<file path="src/rtl/stopwatch_time_counter_pkg.sv">
// Shared constants and types for the stopwatch count side: digit width,
// per-digit terminal values and the default prescale for a 10 MHz clock.
package stopwatch_time_counter_pkg;

    localparam int DIG_W            = 4;
    localparam int N_DIGITS         = 5;
    localparam int DEFAULT_PRESCALE = 1000000;
    localparam int DEFAULT_PS_W     = 20;

    typedef logic [DIG_W-1:0] digit_t;

    localparam digit_t DIG_MOD10 = 4'd9;
    localparam digit_t DIG_MOD6  = 4'd5;

    typedef struct packed {
        digit_t min_tens;
        digit_t min_ones;
        digit_t sec_tens;
        digit_t sec_ones;
        digit_t tenths;
    } sw_time_t;

    // Digit order is tenths(0), sec_ones(1), sec_tens(2), min_ones(3), min_tens(4).
    function automatic digit_t digit_max(input int idx);
        return (idx == 2 || idx == 4) ? DIG_MOD6 : DIG_MOD10;
    endfunction

endpackage

</file>
<file path="src/rtl/stopwatch_time_counter_if.sv">
// Control inputs from the stopwatch FSM and display outputs toward the LCD driver.
interface stopwatch_time_counter_if;
    import stopwatch_time_counter_pkg::*;

    logic   RST;
    logic   CLKEN;
    logic   LAP;
    digit_t TENTHS;
    digit_t SEC_ONES;
    digit_t SEC_TENS;
    digit_t MIN_ONES;
    digit_t MIN_TENS;
    logic   HOLD;
    logic   WRAP;

    modport master (
        output RST, CLKEN, LAP,
        input  TENTHS, SEC_ONES, SEC_TENS, MIN_ONES, MIN_TENS, HOLD, WRAP
    );

    modport slave (
        input  RST, CLKEN, LAP,
        output TENTHS, SEC_ONES, SEC_TENS, MIN_ONES, MIN_TENS, HOLD, WRAP
    );
endinterface

</file>
<file path="src/rtl/stopwatch_time_counter_bcd_digit_cnt.sv">
// One BCD digit counter: counts 0..MAX on en, wraps to 0 and raises co at MAX.
module bcd_digit_cnt
    import stopwatch_time_counter_pkg::*;
#(
    parameter digit_t MAX = DIG_MOD10
) (
    input  logic   CLK,
    input  logic   RESET,
    input  logic   clr,
    input  logic   en,
    output digit_t q,
    output logic   co
);

    digit_t q_q;
    digit_t q_d;

    always_comb begin
        q_d = q_q;
        if (en) begin
            q_d = (q_q == MAX) ? '0 : q_q + 1'b1;
        end
    end

    always_ff @(posedge CLK or posedge RESET) begin
        if (RESET) begin
            q_q <= '0;
        end else if (clr) begin
            q_q <= '0;
        end else begin
            q_q <= q_d;
        end
    end

    assign q  = q_q;
    assign co = en & (q_q == MAX);

endmodule

</file>
<file path="src/rtl/stopwatch_time_counter.sv">
// Stopwatch count side: 0.1 s prescaler, MM:SS.t BCD chain, lap hold and
// rollover pulse feeding the display digits.
module stopwatch_time_counter
    import stopwatch_time_counter_pkg::*;
#(
    parameter int PRESCALE = DEFAULT_PRESCALE,
    parameter int PS_W     = DEFAULT_PS_W
) (
    input  logic CLK,
    input  logic RESET,
    stopwatch_time_counter_if.slave bus
);

    localparam logic [PS_W-1:0] PS_LAST = PS_W'(PRESCALE - 1);

    logic [PS_W-1:0] ps_q;
    logic [PS_W-1:0] ps_d;
    logic            tick;

    digit_t   live [N_DIGITS];
    sw_time_t live_time;
    sw_time_t lap_q;
    sw_time_t lap_d;
    sw_time_t disp;
    logic     hold_q;
    logic     hold_d;
    logic     wrap_q;

    // Prescaler freezes while stopped so a restart resumes the partial tick.
    always_comb begin
        ps_d = ps_q;
        tick = 1'b0;
        if (bus.CLKEN) begin
            if (ps_q == PS_LAST) begin
                ps_d = '0;
                tick = 1'b1;
            end else begin
                ps_d = ps_q + 1'b1;
            end
        end
    end

    generate
        for (genvar gi = 0; gi < N_DIGITS; gi++) begin : g_digit
            logic en;
            logic co;

            if (gi == 0) begin : g_first
                assign en = tick;
            end else begin : g_next
                assign en = g_digit[gi-1].co;
            end

            bcd_digit_cnt #(
                .MAX (digit_max(gi))
            ) u_cnt (
                .CLK   (CLK),
                .RESET (RESET),
                .clr   (bus.RST),
                .en    (en),
                .q     (live[gi]),
                .co    (co)
            );
        end
    endgenerate

    assign live_time = {live[4], live[3], live[2], live[1], live[0]};

    // First LAP snapshots the registered live value; the second releases the hold.
    always_comb begin
        lap_d  = lap_q;
        hold_d = hold_q;
        if (bus.LAP) begin
            if (hold_q) begin
                hold_d = 1'b0;
            end else begin
                lap_d  = live_time;
                hold_d = 1'b1;
            end
        end
    end

    always_ff @(posedge CLK or posedge RESET) begin
        if (RESET) begin
            ps_q   <= '0;
            lap_q  <= '0;
            hold_q <= 1'b0;
            wrap_q <= 1'b0;
        end else if (bus.RST) begin
            ps_q   <= '0;
            lap_q  <= '0;
            hold_q <= 1'b0;
            wrap_q <= 1'b0;
        end else begin
            ps_q   <= ps_d;
            lap_q  <= lap_d;
            hold_q <= hold_d;
            wrap_q <= g_digit[N_DIGITS-1].co;
        end
    end

    assign disp = hold_q ? lap_q : live_time;

    assign bus.TENTHS   = disp.tenths;
    assign bus.SEC_ONES = disp.sec_ones;
    assign bus.SEC_TENS = disp.sec_tens;
    assign bus.MIN_ONES = disp.min_ones;
    assign bus.MIN_TENS = disp.min_tens;
    assign bus.HOLD     = hold_q;
    assign bus.WRAP     = wrap_q;

endmodule

</file>
<file path="src/flat_wrapper.sv">
// flat-port wrapper written by rule: the top's interface ports become plain ports
module stopwatch_time_counter_flat import stopwatch_time_counter_pkg::*;
#(
    parameter int PRESCALE = DEFAULT_PRESCALE,
    parameter int PS_W     = DEFAULT_PS_W
)
  (CLK, RESET, bus_RST, bus_CLKEN, bus_LAP, bus_TENTHS, bus_SEC_ONES, bus_SEC_TENS, bus_MIN_ONES, bus_MIN_TENS, bus_HOLD, bus_WRAP);
  stopwatch_time_counter_if bus_i ();
  input  logic CLK;
  input  logic RESET;
  input wire logic [$bits(bus_i.RST)-1:0] bus_RST;
  input wire logic [$bits(bus_i.CLKEN)-1:0] bus_CLKEN;
  input wire logic [$bits(bus_i.LAP)-1:0] bus_LAP;
  output wire logic [$bits(bus_i.TENTHS)-1:0] bus_TENTHS;
  output wire logic [$bits(bus_i.SEC_ONES)-1:0] bus_SEC_ONES;
  output wire logic [$bits(bus_i.SEC_TENS)-1:0] bus_SEC_TENS;
  output wire logic [$bits(bus_i.MIN_ONES)-1:0] bus_MIN_ONES;
  output wire logic [$bits(bus_i.MIN_TENS)-1:0] bus_MIN_TENS;
  output wire logic [$bits(bus_i.HOLD)-1:0] bus_HOLD;
  output wire logic [$bits(bus_i.WRAP)-1:0] bus_WRAP;
  assign bus_i.RST = bus_RST;
  assign bus_i.CLKEN = bus_CLKEN;
  assign bus_i.LAP = bus_LAP;
  assign bus_TENTHS = bus_i.TENTHS;
  assign bus_SEC_ONES = bus_i.SEC_ONES;
  assign bus_SEC_TENS = bus_i.SEC_TENS;
  assign bus_MIN_ONES = bus_i.MIN_ONES;
  assign bus_MIN_TENS = bus_i.MIN_TENS;
  assign bus_HOLD = bus_i.HOLD;
  assign bus_WRAP = bus_i.WRAP;
  stopwatch_time_counter #(.PRESCALE(PRESCALE), .PS_W(PS_W)) u_core (.CLK(CLK), .RESET(RESET), .bus(bus_i));
endmodule
</file>
<file path="config.mk">
export PLATFORM = sky130hd
export DESIGN_NAME = stopwatch_time_counter_flat
export DESIGN_NICKNAME = d
export VERILOG_FILES = /design/src/rtl/stopwatch_time_counter_pkg.sv /design/src/rtl/stopwatch_time_counter_if.sv /design/src/rtl/stopwatch_time_counter_bcd_digit_cnt.sv /design/src/rtl/stopwatch_time_counter.sv /design/src/flat_wrapper.sv
export SDC_FILE = /design/constraint.sdc
export NUM_CORES = 1
export LEC_CHECK = 0
export BUFFER_PORTS_ARGS = -buffer_cell sky130_fd_sc_hd__clkbuf_2
export CORE_MARGIN = 2
export CORE_UTILIZATION = 25
export DETAILED_ROUTE_END_ITERATION = 10
export GPL_ROUTABILITY_DRIVEN = 1
export MAX_ROUTING_LAYER = met4
export PLACE_DENSITY = 0.5
export SLEW_MARGIN = 20
export SYNTH_ARGS = -nofsm -noshare
export SYNTH_HDL_FRONTEND = slang
export SYNTH_SLANG_ARGS = --single-unit
</file>
<file path="constraint.sdc">
create_clock -name CLK -period 1.8 [get_ports CLK]
set_input_delay 0.18 -clock CLK [delete_from_list [all_inputs] [get_ports CLK]]
set_output_delay 0.18 -clock CLK [all_outputs]
set_load 0.02 [all_outputs]
</file>
### Yosys cells after proc, flatten, opt, wreduce, memory -nomap -nowiden

Index checks and enable logic that the tools add are counted.

| storage, ports and cells | value |
|---|---|
| logic and storage cells | 64 |
| bits in registers | 62 |
| bits of input ports | 5 |

| cells by class | value |
|---|---|
| eq/ne operators | 6 |
| add/sub/neg operators | 6 |
| reductions and logical operators | 7 |
| mux-type cells | 27 |
| bitwise gates (word level) | 5 |

Operator list:

| kind | number |
|---|---|
| 20-bit 2-to-1 mux | 6 |
| 4-bit 2-to-1 mux | 15 |
| 20-bit by 1-bit adder with 20-bit output, second input constant | 1 |
| 4-bit by 1-bit adder with 4-bit output, second input constant | 5 |
| 20-bit == test, second input constant | 1 |
| 2-bit nonzero test | 7 |
| 4-bit == test, second input constant | 3 |
| 4-bit by 3-bit == test with 1-bit output, second input constant | 2 |
| 1-bit 2-to-1 mux | 6 |
| 1-bit AND | 5 |

### Depth between registers and ports, before layout

Gate-level depths: netlist of run 1.

| depth | value |
|---|---|
| word-level depth | 9 |
| depth in mapped cells | 8 |
| mapped depth without buffers | 6 |

### Cells and area by module

Synthesis of run 1 repeated with hierarchy kept, for this count alone.

| second synthesis, totals | value |
|---|---|
| cells, all modules | 362 |
| area, all modules | 3,563.4 um^2 |

Modules (own cells, without submodules):

| module | instances | cells each | sequential area each (um^2) | area each (um^2) |
|---|---|---|---|---|
| stopwatch_time_counter | 1 | 229 | 1,051.0 | 2,368.5 |
| bcd_digit_cnt at u_core.g_digit[0].u_cnt ... | 3 | 27 | 100.1 | 244.0 |
| bcd_digit_cnt at u_core.g_digit[2].u_cnt ... | 2 | 26 | 100.1 | 231.5 |

### Least setup slack after synthesis of run 1

Ideal clock, no wire load.

| path | value |
|---|---|
| path type | register to register |
| start | register u_core.g_digit[0].u_cnt.q_q[1] |
| end | register u_core.g_digit[3].u_cnt.q_q[1] |
| clock period less this slack | 1,851 ps |
| setup slack | -51 ps |
| stages on the path, launching flop included | 9 |
| data required time | 1,675 ps |
| path buffers | 2 |
| library setup time | 125 ps |
| data arrival time | 1,726 ps |
| path through | dfrtp_1 inv_1 ha_1 and3b_1 buf_2 nand4_1 clkbuf_1 nor3_1 mux2_2 |

| on the way | value |
|---|---|
| cells in the longest elaborated chain, start to end | 5 |

RTL lines:

| element | RTL line | RTL |
|---|---|---|
| start: declaration | stopwatch_time_counter_bcd_digit_cnt.sv:15 | `digit_t q_q;` |
| start signal: assignment | stopwatch_time_counter_bcd_digit_cnt.sv:31 | `q_q <= q_d;` |
| 4-bit == test | stopwatch_time_counter_bcd_digit_cnt.sv:36 | `assign co = en & (q_q == MAX);` |
| 1-bit AND (3 in series) | stopwatch_time_counter_bcd_digit_cnt.sv:36 |  |
| 2-bit nonzero test (no line) | -- |  |
| end signal: assignment | stopwatch_time_counter_bcd_digit_cnt.sv:31 |  |
| end: declaration | stopwatch_time_counter_bcd_digit_cnt.sv:15 |  |

No other way between the ends.
A chain may end at the register's enable or synchronous reset.

### Worst setup path in the final report of run 1

| path | value |
|---|---|
| start | register u_core.ps_q[11] |
| end | register u_core.g_digit[1].u_cnt.q_q[1] |

| on the way | value |
|---|---|
| cells in the longest elaborated chain, start to end | 5 |

RTL lines:

| element | RTL line | RTL |
|---|---|---|
| start: declaration | stopwatch_time_counter.sv:16 | `logic [PS_W-1:0] ps_q;` |
| start signal: assignment | stopwatch_time_counter.sv:95 | `ps_q <= ps_d;` |
| 20-bit == test | stopwatch_time_counter.sv:34 | `if (ps_q == PS_LAST) begin` |
| 1-bit 2-to-1 mux | stopwatch_time_counter.sv:34 |  |
| 1-bit 2-to-1 mux | stopwatch_time_counter.sv:33 | `if (bus.CLKEN) begin` |
| 1-bit AND | stopwatch_time_counter_bcd_digit_cnt.sv:36 |  |
| 2-bit nonzero test (no line) | -- |  |
| end signal: assignment | stopwatch_time_counter_bcd_digit_cnt.sv:31 |  |
| end: declaration | stopwatch_time_counter_bcd_digit_cnt.sv:15 |  |

No other way between the ends.

==> flow_metrics.env, run 1 <==
export IMPL_htreeDepth=3
export IMPL_netlist_area_mm2=0.00355
export IMPL_synth_cells=364
export IMPL_wl_per_cell_um=14.3
export IMPL_core_mm2=0.0139
export IMPL_vdd_ir_drop_worst_mv=0.415
export IMPL_ys_flop_type="dfrtp_1"
export IMPL_crit_chain="nor4b_4, buf_4, nand4_4, buf_6, or4_4, a21oi_2"
export IMPL_netlist_top_cells_count="dfrtp_1 (62), nor2_1 (47), mux2i_1 (21), nand2_1 (21), o21ai_0 (21)"
export IMPL_grt_first_pass_wirelength_mm=15.4
export IMPL_setup_viol=7
export IMPL_fin_ws_ps=-61.3
export IMPL_antenna_cells=0
export IMPL_die_w_um=123
export IMPL_fin_crit_sh=1.03
export IMPL_status="finished with violations"
export IMPL_clk_pin_slew_ps=50
export IMPL_drv_slew=0
export IMPL_clkSinkCount=62
export IMPL_ios=27
export IMPL_relSlewSlack=0.738
export IMPL_clock_skew_ps=5.53
export IMPL_total_power_mw=3.55
export IMPL_leakagePower_nw=2.33
export IMPL_clockRootBuffer="clkbuf_16"
export IMPL_cp_start_kind="flip-flop"
export IMPL_die_area_mm2=0.0152
export IMPL_dp_hpwl_mm=6.56
export IMPL_yosysUniqueCellTypes=51
export IMPL_area_delta_synth_final_pct=41.8
export IMPL_slowest_delay_ps=470
export IMPL_end_kind="flip-flop"
export IMPL_seq_area_frac_synth=0.437
export IMPL_drt_iter0_markers=153
export IMPL_vias=3104
export IMPL_crit_fanout=5
export IMPL_design_area_mm2=0.00503
export IMPL_synth_area_per_cell_um2=9.76
export IMPL_drive_gt1_frac=0.381
export IMPL_cts_inserted_buffers=9
export IMPL_worstSetupPathType="reg2reg"
export IMPL_yosys_top_cells_area="dfrtp_1 (44%), mux2_2 (6.3%), mux2i_1 (5.9%)"
export IMPL_synth_edf_count=0
export IMPL_dpl_worst_slack_ps=-109
export IMPL_grt_max_degree=63
export IMPL_hold_path_class="in2reg"
export IMPL_violations="negative setup slack"
export IMPL_fp_dieH_um=123
export IMPL_grt_pass1_vias=3054
export IMPL_grt_overflow_total=0
export IMPL_grtUsageTotal=0.135
export IMPL_final_fill_count=1392
export IMPL_nets=483
export IMPL_cp_data_arrival_time_ps=2130
export IMPL_synth_top_area_share=0.437
export IMPL_drv_cap=0
export IMPL_cp_top_family="simple AND/OR/NAND/NOR gates"
export IMPL_finalHoldViolCount=0
export IMPL_synth_area_leader_cell="dfrtp_1"
export IMPL_worst_pin_slew_ps=389
export IMPL_ant_nets=0
export IMPL_cts_tree="done"
export IMPL_async_reset_ff_frac=1.00
export IMPL_drt_total_wl_mm=9.34
export IMPL_rows=43
export IMPL_period_minus_slack_ps=1860
export IMPL_vias_per_cell=4.76
export IMPL_drcViolationCount=0
export IMPL_initial_utilization=0.256
export IMPL_ys_ff_latch=62
export IMPL_slowest_stage="or4_4"
export IMPL_first_pass_iters=4
export IMPL_yosysWarnings=0
export IMPL_fmax_mhz=537
export IMPL_clk_latency_ps=340
export IMPL_placed_area_mm2=0.00442
export IMPL_rsz0062_at_grt="yes"
export IMPL_grt_antenna_before_repair=0
export IMPL_cts_max_path_buffers=2
export IMPL_place_congestion=0.841
export IMPL_syn_nets=380
export IMPL_yosysMostFrequentCell="dfrtp_1"
export IMPL_io_buffer_count=26
export IMPL_required_ps=2060
export IMPL_critPathBufInv=2
export IMPL_p_per_area_mw_per_mm2=705
per-layer routing:
layer  vias up  share of wire  GRT usage
met2        37           0.48      0.211
met3        11          0.034     0.0337
met5         -              0          -
met4         0          0.017     0.0476
li1       1539              -          -
met1      1517           0.47      0.171
cells by family after synthesis:
group                      after synthesis  synth area share
muxes                                   41             0.123
AOI/OAI and AO/OA                       55             0.101
xor gates and xnor gates                14            0.0345
buffers and inverters                   29            0.0331
adders and majority gates               11            0.0388
DFF                                     62             0.437
and+or+nand+nor                        152             0.233
final timing paths:
| check | from | to | slack [ps] | cells past startpoint |
|---|---|---|---|---|
| worst max-delay path | u_core.ps_q[11] | u_core.g_digit[1].u_cnt.q[1] | -60 | 6 |
| worst min-delay path | bus_CLKEN | u_core.ps_q[0] | 240 | 3 |
| worst max register to register | u_core.ps_q[11] | u_core.g_digit[1].u_cnt.q[1] | -60 | 6 |
| worst min register to register | u_core.lap_q[3] | u_core.lap_q[3] | 510 | 2 |
| max in group asynchronous | RESET | u_core.g_digit[2].u_cnt.q[2] | 1080 | 4 |
| min in group asynchronous | RESET | u_core.ps_q[1] | 450 | 4 |
cell type report:
cell class              instances  area [µm²]  share of cell area
multi-input cells             274        2060               0.409
flip-flops and latches         62        1550               0.308
repair buffers                110         828               0.165
clock buffers                  13         270              0.0537
well taps                     180         225              0.0447
clock inverters                 3        65.1              0.0129
inverters                      10        37.5             0.00746
through the flow:
step	instances	hold WS, ps	util	TNS [ps]
global route	652	279	0.363	-1400
detailed placement	622	265	0.318	-543
finish	652	238	0.363	-148
global placement	622	263	0.318	-142
CTS	647	228	0.352	-488
floorplan	364	380	-	-8.51
sequential cells by signal (all words and copies together), names as in the netlist:
signal / cells
u_core.g_digit.u_cnt.q: 20
u_core.lap_q: 20
u_core.ps_q: 20
u_core.bus.HOLD: 1
u_core.bus.WRAP: 1
what timing repair did:
action	in CTS	in global routing
setup endpoints to repair	11	39
cloned	1	1
hold buffers	1	0
endpoints found under the hold margin	62	0
setup buffers	7	4
gates resized for setup	11	36
pin swaps	7	15
tightest hold or removal path: cells and delay by family:
family | cells | cell delay [ps]
buf+inv | 1 | 180
simple gates | 1 | 80
xor+xnor | 1 | 90
layout by cell type (no fill, tap or decap), types with 4 or more instances in the layout:
cell / Yosys / routed
nor4_1: 7 / 6
nor2_1: 47 / 47
o21ai_0: 21 / 19
clkbuf_16: 0 / 9
dfrtp_1: 62 / 62
a21oi_2: 0 / 4
buf_4: 1 / 71
a21oi_1: 10 / 6
nand4_1: 12 / 12
nor2b_1: 4 / 4
buf_6: 0 / 8
or4_4: 0 / 4
nor3_1: 12 / 8
nand2_1: 21 / 20
clkbuf_2: 0 / 26
mux2i_1: 21 / 21
mux2_2: 20 / 17
or3_1: 5 / 5
xnor2_1: 9 / 9
and3_1: 4 / 4
or4_1: 9 / 5
ha_1: 11 / 8
nand3_1: 11 / 10
inv_1: 9 / 6
xor2_1: 5 / 5
power by group:
group / switching (mW) / internal, mW
clock network: 0.623 / 1.32
registers: 0.00416 / 1.40
logic: 0.123 / 0.0728
total: 0.751 / 2.80
No activity file was read; power rests on OpenSTA's default activity.
==> run 2, diff against run 1 <==
Settings changed: CORE_ASPECT_RATIO set to 0.5.
==> flow_metrics.env, run 2 (synthesis results as in run 1) <==
export IMPL_status="finished with violations"
export IMPL_violations="negative setup slack"
export IMPL_antenna_cells=0
export IMPL_vdd_ir_drop_worst_mv=0.365
export IMPL_cts_tree="done"
export IMPL_top_usage_layer="met2"
export IMPL_clk_pin_slew_ps=50
export IMPL_hold_path_class="in2reg"
export IMPL_worst_pin_slew_ps=413
export IMPL_fin_ws_ps=-156
export IMPL_crit_fanout=4
export IMPL_clk_latency_ps=340
export IMPL_dpl_worst_slack_ps=-94.5
export IMPL_dp_hpwl_mm=6.46
export IMPL_nets=484
export IMPL_grt_antenna_before_repair=0
export IMPL_dp_cells=628
export IMPL_setup_viol=16
export IMPL_clockRootBuffer="clkbuf_16"
export IMPL_grt_util_met2=0.215
export IMPL_final_util=0.367
export IMPL_relSlewSlack=0.723
export IMPL_cp_top_family="simple AND/OR/NAND/NOR gates"
export IMPL_slowest_delay_ps=390
export IMPL_p_per_area_mw_per_mm2=635
export IMPL_drt_iter0_markers=137
export IMPL_drive_gt1_frac=0.375
export IMPL_initial_utilization=0.259
export IMPL_rsz0062_at_grt="yes"
export IMPL_required_ps=2020
export IMPL_die_w_um=173
export IMPL_crit_chain="inv_2, ha_4, and3b_1, nand4_1, buf_4, buf_6, nor4_4, mux2_4"
export IMPL_grtUsageTotal=0.136
export IMPL_cp_data_arrival_time_ps=2180
export IMPL_io_buffer_count=26
export IMPL_fmax_mhz=511
export IMPL_end_kind="flip-flop"
export IMPL_core_mm2=0.0137
export IMPL_grt_util_met1=0.167
export IMPL_slowest_stage="dfrtp_1"
export IMPL_drv_slew=0
export IMPL_vias_per_cell=4.71
export IMPL_mostFrequentLayoutCells="buf_4 (71), dfrtp_1 (62), nor2_1 (47)"
export IMPL_worstSetupPathType="reg2reg"
export IMPL_vias=3127
export IMPL_grt_pass1_vias=3086
export IMPL_ant_nets=0
export IMPL_drcViolationCount=0
export IMPL_cts_max_path_buffers=2
export IMPL_met3_usage=0.0382
export IMPL_first_pass_iters=6
export IMPL_die_area_mm2=0.0152
export IMPL_grt_first_pass_wirelength_mm=15.5
export IMPL_clock_skew_ps=4.13
export IMPL_period_minus_slack_ps=1960
export IMPL_place_congestion=0.795
export IMPL_finalHoldViolCount=0
export IMPL_cts_inserted_buffers=9
export IMPL_area_delta_synth_final_pct=41.7
export IMPL_placed_area_mm2=0.00438
export IMPL_cp_start_kind="flip-flop"
export IMPL_fin_cells=664
export IMPL_critPathBufInv=3
export IMPL_leakagePower_nw=2.31
export IMPL_clkSinkCount=62
export IMPL_rows=30
export IMPL_fin_crit_sh=1.09
export IMPL_ios=27
export IMPL_wl_per_cell_um=14.3
export IMPL_fp_dieH_um=88.3
export IMPL_drv_cap=0
export IMPL_design_area_mm2=0.00503
export IMPL_grt_overflow_total=0
export IMPL_htreeDepth=3
export IMPL_layout_commonest_cell="buf_4"
export IMPL_grt_max_degree=47
export IMPL_drt_total_wl_mm=9.49
[run 2: power breakdown]
group / internal (mW) / total [mW] / switching (mW)
Sequential: 1.40 / 1.41 / 0.00378
Combinational: 0.0669 / 0.191 / 0.124
Clock: 0.997 / 1.60 / 0.601
[run 2: area by class of cell]
type	instances	area (µm²)
clock inverter	1	5.00
multi-input combinational	274	2080
sequential	62	1550
clock buffer	14	264
inverter	10	37.5
fill	1398	8670
tap	192	240
timing repair buffer	111	848
[run 2: worst register-to-register path, delay by kind of cell (launching register included)]
| kind | cells | cell delay [ps] |
|---|---|---|
| and+or+nand+nor | 3 | 610 |
| buffers and inverters | 3 | 400 |
| DFF | 1 | 390 |
| muxes | 1 | 320 |
| adders and majority gates | 1 | 130 |
[run 2: repair_timing]
action | CTS | global route
gates resized for setup | 11 | 40
endpoints found under the setup margin | 12 | 38
hold buffers | 1 | 0
setup buffers | 7 | 11
endpoints found under the hold margin | 16 | 0
pin swaps | 5 | 15
cloned | 0 | 3
[run 2: layer usage]
metal,vias to the layer above,wire length [µm]
met5,-,0
met4,0,158
met3,14,324
met2,40,4400
met1,1532,4610
li1,1541,-
[run 2: final timing paths]
path,cells after the start,startpoint,slack [ps],to
worst max-delay path,8,u_core.g_digit[1].u_cnt.q[1],-160,u_core.g_digit[4].u_cnt.q[3]
worst min-delay path,3,bus_CLKEN,300,u_core.ps_q[0]
worst max register to register,8,u_core.g_digit[1].u_cnt.q[1],-160,u_core.g_digit[4].u_cnt.q[3]
worst min register to register,2,u_core.lap_q[7],520,u_core.lap_q[7]
max in group asynchronous,4,RESET,860,u_core.lap_q[7]
min in group asynchronous,3,RESET,360,u_core.ps_q[11]
[run 2: metrics by stage]
step | hold slack [ps] | setup TNS [ps] | total power, mW
floorplan | 380 | -8.51 | 1.55
global placement | 174 | -441 | 1.62
detailed placement | 178 | -703 | 1.62
CTS | 291 | -610 | 3.25
global route | 335 | -2490 | 3.32
finish | 297 | -979 | 3.20
==> run 3, diff against run 2 <==
Settings changed: SKIP_CTS_REPAIR_TIMING set to 1.
==> flow_metrics.env, run 3 (synthesis results as in run 1) <==
export IMPL_place_congestion=0.795
export IMPL_cp_start_kind="flip-flop"
export IMPL_fmax_mhz=523
export IMPL_grt_pass1_vias=3021
export IMPL_crit_chain="nor4b_4, buf_6, nand4_4, buf_4, nor4_4, mux2_2"
export IMPL_clock_skew_ps=5.06
export IMPL_slowest_delay_ps=400
export IMPL_required_ps=2020
export IMPL_cp_data_arrival_time_ps=2140
export IMPL_clk_pin_slew_ps=50
export IMPL_die_area_mm2=0.0152
export IMPL_clk_latency_ps=340
export IMPL_cts_inserted_buffers=9
export IMPL_nets=482
export IMPL_ant_nets=0
export IMPL_grt_first_pass_wirelength_mm=15.3
export IMPL_critPathBufInv=2
export IMPL_hold_path_class="in2reg"
export IMPL_swShare=0.228
export IMPL_first_pass_iters=5
export IMPL_initial_utilization=0.259
export IMPL_fin_crit_sh=1.06
export IMPL_p_int_mw=2.47
export IMPL_violations="negative setup slack"
export IMPL_area_delta_synth_final_pct=40.2
export IMPL_p_per_area_mw_per_mm2=642
export IMPL_grtUsageTotal=0.134
export IMPL_design_area_mm2=0.00498
export IMPL_p_comb_frac=0.059
export IMPL_clockPowerShare=0.501
export IMPL_wl_per_cell_um=14.3
export IMPL_end_kind="flip-flop"
export IMPL_power_frac_seq=0.440
export IMPL_vias_per_cell=4.73
export IMPL_vdd_ir_drop_worst_mv=0.373
export IMPL_drcViolationCount=0
export IMPL_placed_area_mm2=0.00438
export IMPL_drt_total_wl_mm=9.46
export IMPL_clockRootBuffer="clkbuf_16"
export IMPL_final_fill_count=1409
export IMPL_setup_viol=14
export IMPL_crit_fanout=5
export IMPL_grt_antenna_before_repair=0
export IMPL_cp_top_family="simple AND/OR/NAND/NOR gates"
export IMPL_leakagePower_nw=2.30
export IMPL_cp_num_cells=6
export IMPL_drv_slew=0
export IMPL_layout_commonest_cell="buf_4"
export IMPL_finalHoldViolCount=0
export IMPL_cts_tree="done"
export IMPL_die_w_um=173
export IMPL_grt_overflow_total=0
export IMPL_p_switching_mw=0.730
export IMPL_ios=27
export IMPL_cts_max_path_buffers=2
export IMPL_slowest_stage="dfrtp_1"
export IMPL_worst_pin_slew_ps=392
export IMPL_dp_hpwl_mm=6.46
export IMPL_r2r_setup_slack_ps=-110
export IMPL_rows=30
export IMPL_grt_max_degree=47
export IMPL_fin_ws_ps=-111
export IMPL_drt_iter0_markers=187
export IMPL_worstSetupPathType="reg2reg"
export IMPL_clkSinkCount=62
export IMPL_reg2reg_depth=6
export IMPL_core_mm2=0.0137
export IMPL_htreeDepth=3
export IMPL_mostFrequentLayoutCells="buf_4 (71), dfrtp_1 (62), nor2_1 (47)"
export IMPL_drive_gt1_frac=0.379
export IMPL_hold_ws_ps=302
export IMPL_rsz0062_at_grt="yes"
export IMPL_status="finished with violations"
export IMPL_relSlewSlack=0.737
export IMPL_antenna_cells=0
export IMPL_vias=3129
export IMPL_whs_path_depth=3
export IMPL_io_buffer_count=26
export IMPL_period_minus_slack_ps=1910
export IMPL_fp_dieH_um=88.3
export IMPL_drv_cap=0
## run 3: cell types whose count changed in the layout (fill, tap and decap cells not counted), moves of 2 or more
cell / delta
buf_6: -3
mux2_4: -3
nor3_1: +2
ha_1: -2
mux2_2: +3
or4_4: +3
or4_1: -3
buf_2: +2
## run 3: routing by layer
metal  global-route usage  up-vias  wire, µm
met2                0.211       48      4380
met3               0.0382       14       299
met5                    -        -         0
met1                0.165     1527      4630
li1                     -     1540         -
met4               0.0521        0       147
## run 3: final cells by class
cell class	count	area [µm²]	share of cell area
flip-flops and latches	62	1550	0.312
inverters	10	37.5	0.00754
repair buffers	109	805	0.162
clock inverters	1	5.00	0.00101
multi-input cells	274	2080	0.417
clock buffers	14	264	0.0530
well taps	192	240	0.0483
## run 3: metrics by stage
step | cells | util | power [mW] | setup TNS [ps] | setup slack (ps)
3_3_place_gp | 628 | 0.319 | 1.62 | -441 | -65.4
6_report | 662 | 0.363 | 3.20 | -638 | -111
3_5_place_dp | 628 | 0.319 | 1.62 | -703 | -94.5
2_1_floorplan | 364 | - | 1.55 | -8.51 | -8.51
4_1_cts | 643 | 0.339 | 3.25 | -872 | -120
5_1_grt | 662 | 0.363 | 3.32 | -1630 | -166
## run 3: tightest hold or removal path, delay by kind of cell
kind / cells / cell delay (ps)
buffers and inverters: 1 / 240
XOR/XNOR: 1 / 100
AND/OR/NAND/NOR: 1 / 70
## run 3: path summary, 6_finish.rpt
kind / startpoint / to
setup / recovery: u_core.ps_q[10] / u_core.g_digit[4].u_cnt.q[3]
hold / removal: bus_CLKEN / u_core.ps_q[0]
setup reg to reg: u_core.ps_q[10] / u_core.g_digit[4].u_cnt.q[3]
hold reg to reg: u_core.lap_q[7] / u_core.lap_q[7]
max in group asynchronous: RESET / u_core.lap_q[7]
min in group asynchronous: RESET / u_core.ps_q[11]
## run 3: power by group through the flow
stage               registers [mW]  clock network [mW]  logic [mW]
global placement              1.43                   0       0.190
global route                  1.41                1.71       0.211
detailed placement            1.43                   0       0.189
floorplan                     1.44                   0       0.113
CTS                           1.41                1.66       0.189
finish                        1.41                1.60       0.189
